==> src/rtl/ascon_pack.sv <==
// Shared types and constants for the ASCON permutation datapath:
// state layout, FSM encodings, round constants and diffusion rotation amounts.
package ascon_pack;

    typedef struct packed {
        logic [63:0] x0;
        logic [63:0] x1;
        logic [63:0] x2;
        logic [63:0] x3;
        logic [63:0] x4;
    } type_state;

    localparam logic [1:0] ST_IDLE = 2'd0;
    localparam logic [1:0] ST_RUN  = 2'd1;
    localparam logic [1:0] ST_DONE = 2'd2;

    // Per-row rotation pairs for the linear layer, row 0 = x0.
    localparam int ROT_A [5] = '{19, 61, 1, 10, 7};
    localparam int ROT_B [5] = '{28, 39, 6, 17, 41};

    function automatic logic [7:0] round_constant(input logic [3:0] r);
        return {4'hF - r, r};
    endfunction

    function automatic logic [63:0] ror64(input logic [63:0] w, input int n);
        return (w >> n) | (w << (64 - n));
    endfunction

endpackage

==> src/rtl/diffusion.sv <==
// ASCON linear diffusion layer: each row XORs in two rotated copies of itself.
module diffusion
    import ascon_pack::*;
(
    input  type_state source,
    output type_state result
);

    logic [63:0] words_in  [5];
    logic [63:0] words_out [5];

    assign words_in[0] = source.x0;
    assign words_in[1] = source.x1;
    assign words_in[2] = source.x2;
    assign words_in[3] = source.x3;
    assign words_in[4] = source.x4;

    generate
        for (genvar gi = 0; gi < 5; gi++) begin : g_row
            assign words_out[gi] = words_in[gi]
                                 ^ ror64(words_in[gi], ROT_A[gi])
                                 ^ ror64(words_in[gi], ROT_B[gi]);
        end
    endgenerate

    assign result = '{x0: words_out[0], x1: words_out[1], x2: words_out[2],
                      x3: words_out[3], x4: words_out[4]};

endmodule

==> src/rtl/substitution.sv <==
// ASCON 5-bit S-box applied to all 64 columns at once, in bit-sliced form.
module substitution
    import ascon_pack::*;
(
    input  type_state source,
    output type_state result
);

    logic [63:0] a0, a1, a2, a3, a4;
    logic [63:0] b0, b1, b2, b3, b4;

    always_comb begin
        a0 = source.x0 ^ source.x4;
        a1 = source.x1;
        a2 = source.x2 ^ source.x1;
        a3 = source.x3;
        a4 = source.x4 ^ source.x3;

        // Chi-like nonlinear step: each row absorbs ~next & next-next.
        b0 = a0 ^ (~a1 & a2);
        b1 = a1 ^ (~a2 & a3);
        b2 = a2 ^ (~a3 & a4);
        b3 = a3 ^ (~a4 & a0);
        b4 = a4 ^ (~a0 & a1);

        result.x0 = b0 ^ b4;
        result.x1 = b1 ^ b0;
        result.x2 = ~b2;
        result.x3 = b3 ^ b2;
        result.x4 = b4;
    end

endmodule

==> src/rtl/permutation_iter.sv <==
// Iterative ASCON permutation: one round (constant, S-box, diffusion) per clock,
// starting at a requested round index and finishing after the last round.
module permutation_iter
    import ascon_pack::*;
#(
    parameter int NB_ROUNDS_MAX = 12
) (
    input  logic       clock_i,
    input  logic       reset_i,
    input  logic       start_i,
    input  logic [3:0] round_start_i,
    input  type_state  state_i,
    output type_state  state_o,
    output logic       busy_o,
    output logic       done_o
);

    localparam logic [3:0] LAST_ROUND = 4'(NB_ROUNDS_MAX - 1);

    logic [1:0] fsm_reg;
    logic [3:0] counter_reg;
    type_state  state_reg;

    type_state  added;
    type_state  substituted;
    type_state  diffused;
    logic       start_ok;

    assign start_ok = start_i && (round_start_i <= LAST_ROUND);

    always_comb begin
        added = state_reg;
        added.x2[7:0] = state_reg.x2[7:0] ^ round_constant(counter_reg);
    end

    substitution u_substitution (
        .source (added),
        .result (substituted)
    );

    diffusion u_diffusion (
        .source (substituted),
        .result (diffused)
    );

    always_ff @(posedge clock_i) begin
        if (reset_i) begin
            fsm_reg     <= ST_IDLE;
            counter_reg <= '0;
            state_reg   <= '0;
        end else begin
            case (fsm_reg)
                ST_IDLE, ST_DONE: begin
                    // DONE accepts a new start directly so runs can chain.
                    if (start_ok) begin
                        state_reg   <= state_i;
                        counter_reg <= round_start_i;
                        fsm_reg     <= ST_RUN;
                    end else begin
                        fsm_reg <= ST_IDLE;
                    end
                end
                ST_RUN: begin
                    state_reg <= diffused;
                    if (counter_reg == LAST_ROUND) begin
                        fsm_reg <= ST_DONE;
                    end else begin
                        counter_reg <= counter_reg + 4'd1;
                    end
                end
                default: fsm_reg <= ST_IDLE;
            endcase
        end
    end

    assign state_o = state_reg;
    assign busy_o  = (fsm_reg == ST_RUN);
    assign done_o  = (fsm_reg == ST_DONE);

endmodule

==> config.mk <==
export PLATFORM = sky130hd
export DESIGN_NAME = permutation_iter
export DESIGN_NICKNAME = d
export VERILOG_FILES = /design/src/rtl/ascon_pack.sv /design/src/rtl/diffusion.sv /design/src/rtl/substitution.sv /design/src/rtl/permutation_iter.sv
export SDC_FILE = /design/constraint.sdc
export NUM_CORES = 2
export LEC_CHECK = 0
export BUFFER_PORTS_ARGS = -buffer_cell sky130_fd_sc_hd__buf_2
export CAP_MARGIN = 20
export CORE_MARGIN = 5
export CORE_UTILIZATION = 41
export DETAILED_ROUTE_END_ITERATION = 10
export PLACE_DENSITY = 0.7
export SYNTH_ARGS = -nofsm -noshare
export SYNTH_HDL_FRONTEND = slang
export SYNTH_SLANG_ARGS = --single-unit
==> constraint.sdc <==
create_clock -name clock_i -period 3 [get_ports clock_i]
set_clock_uncertainty 0.05 [all_clocks]
set_input_delay 0.6 -clock clock_i [delete_from_list [all_inputs] [get_ports clock_i]]
set_output_delay 0.6 -clock clock_i [all_outputs]
set_load 0.03 [all_outputs]
==> metrics.txt <==
result of the run=finished, final reports clean; overall via count from detail_route=29900; most used standard cells in the synthesized netlist=xnor2_1 (845), nand2_1 (435), a211oi_1 (333); Tot GR Track Use=39.7%; Synth Net Count=3868; later-pin clock latency in the skew report=600 ps; critical path's largest stage delay=760 ps; tightest slew margin relative to the limit=25.7%; Die H=272 um; worst reg-to-reg setup slack=200 ps; number of setup buffers added after CTS=0; final routed DRC violation total=0; Worst Hold Launch=state_i[172]; H-tree Lvls=2; shortest clock period the worst path allows after layout=2800 ps; final routed wire length divided by cell count=29.6 um; std cell rows=96; critical path endpoint category=flop; number of DRC markers in iteration 0=3114; count of warnings emitted by yosys=0; largest net degree at the start of global routing=152; top flip-flop cell by instance count after synthesis=dfxtp_1; number of nets in the layout=4773; unrepaired setup endpoints after global routing=no; estimated wirelength of the detail-placed design=128 mm; count of final max-slew check failures=0; layout-stage area growth over the synthesis result=29.9%; antenna-violating nets left=0; worst path required time=3450 ps; number of antenna violations at the first check in global routing=3; post-place setup slack=292 ps; mean post-synth cell area=8.25 um^2; Worst path most repeated cell=xnor2_1; hold-critical path endpoint=state_o[172]; weighted congestion reported at the end of routability-driven placement=1.05; sort of element at the start of the critical path=flop; sequential share of the synthesized area=23.2%; post-synth top area share=26.3%; CORE AREA=68300 um^2; Worst Max-Slew Pin Slew=1110 ps; setup violators final=0; library cell contributing the largest single delay on the critical path=xnor2_1; most frequently used cell type in the post-synthesis netlist=xnor2_1; max-capacitance violation count=0; distinct cell type count of the synthesized netlist=39; clock tree from TritonCTS=yes; CTS max path bufs=3; number of cells traversed by the worst register-to-register path=7; number of buffers created by CTS=42; total detailed-routing wirelength=155 mm; initial cell density of the core=41.2%; total grt overflow=0; # clock sinks=326; detailed-router iteration count before antenna repair=6; Final Cycle Share=93.3%; cell count after synthesis=3412; count of flip-flops with a built-in enable after synthesis=0; routed via count divided by cell count=5.71; fraction of final layout cells with drive strength greater than 1=26.3%; hold bufs inserted after CTS=0; setup ws final=201 ps; cell area after synthesis=28100 um^2; cell taking the most area after synthesis=xnor2_1; Clock Pin Slew Worst Setup and Hold Paths=70 ps; crit path kind=reg -> reg; area of the die=74000 um^2; maximum fanout encountered on the critical timing path=6; number of global-route vias before repair=28300; classification of the worst-slack hold path=in -> reg; proportion of register bits with asynchronous set or reset after synthesis=0%; quantity of I/O buffers inserted on ports=648; Clock Root Buffer=clkbuf_16; number of hold violations in the final report=0; cell depth of the worst hold path=3; post-synthesis sequential element count=326; total of cells resized after clock tree synthesis=0; number of flip-flops in the largest register=320; Worst Path Arrival=3250 ps; width of the chip=272 um; wire length of the first global-routing pass=212 mm; RR Endpoint=state_o[114]; summed negative setup slack over all endpoints=0 ps; I/O pin count=649; top cells by area, synth=xnor2_1 (26%), dfxtp_1 (23%), a211oi_1 (8.9%), xor2_1 (8.0%), nand2_1 (5.8%); launching point of the worst reg2reg path=counter_reg[3]; peak clock frequency supported by timing=0.357 GHz; cell-by-cell listing of the critical path=xor2_1 > ha_1 > xnor2_1 > xnor2_1 > xnor2_1 > xnor2_1 > a211oi_1
through the flow:
step | hold WS (ps) | area (um^2) | std cells | utilization, %
final | 205 | 36600 | 5235 | 53.5
after detailed placement | 456 | 35000 | 5155 | 51.2
after CTS | 189 | 36600 | 5232 | 53.5
after floorplan | 466 | 28100 | 3412 | -
after global placement | 449 | 35000 | 5155 | 51.2
after global routing | 216 | 36600 | 5233 | 53.5
cell families (layout without fill, tap and decap cells):
family,Yosys count,count (layout),synth area share [%]
xor gates and xnor gates,1119,1119,35.3
DFF,326,326,23.2
buffers and inverters,369,1307,4.96
and+or+nand+nor,821,821,12.0
other,0,3,0
muxes,79,79,2.81
adders and majority gates,189,189,7.87
AOI/OAI and AO/OA,509,509,13.8
critical path, delay by kind of cell, from the launching register on:
kind	cells	cell delay, ps
compound gates	1	220
fa+ha+maj	1	280
xor+xnor	5	1630
flops	1	530
area by class of cell:
cell class / instances / area (um^2)
inverters: 192 / 728
fillers: 6603 / 31800
well taps: 882 / 1100
repair buffers: 1038 / 6390
diodes: 3 / 7.51
multi-input cells: 2717 / 20200
clock buffers: 56 / 1240
clock inverters: 21 / 327
flip-flops and latches: 326 / 6530
placed cells by master (no fill, tap or decap), drive strengths merged:
cell / count
nand2: 435
nand2b: 13
nor3: 15
o22ai: 12
nor2b: 3
xnor3: 1
a2111oi: 9
a311oi: 85
or3: 4
clkbuf: 56
dfxtp: 326
a21oi: 21
buf: 1038
a211o: 1
nand3b: 1
nor2: 257
o21ai: 19
clkinv: 11
and3: 81
nand3: 7
ha: 129
clkinvlp: 1
diode: 3
and3b: 1
a21o: 1
bufinv: 8
a22oi: 16
nor3b: 2
nor4: 2
xnor2: 861
xor2: 257
maj3: 60
a211oi: 333
a31oi: 8
mux2i: 79
inv: 193
o21a: 4
metal layers:
| layer | GRT usage, % | vias to the layer above | part of all wire (%) |
|---|---|---|---|
| li1 | - | 13300 | - |
| met1 | 51.2 | 14500 | 40 |
| met2 | 63.8 | 1745 | 44 |
| met3 | 7.81 | 381 | 9.4 |
| met4 | 19.0 | 2 | 6.3 |
| met5 | 0 | - | 0.0084 |
how the worst max path moves through the flow:
stage,start,end,slack (ps),cells past startpoint
global placement,state_o[125],state_o[317],260,7
detailed placement,state_o[125],state_o[317],290,7
global route,counter_reg[3],state_o[114],120,7
floorplan,state_o[132],state_o[68],770,7
finish,counter_reg[3],state_o[114],200,7
CTS,counter_reg[0],state_o[68],270,8
Power is left out: the tool's default activity adds up to more than one toggle a clock period on the data nets, which glitch-free logic cannot reach.
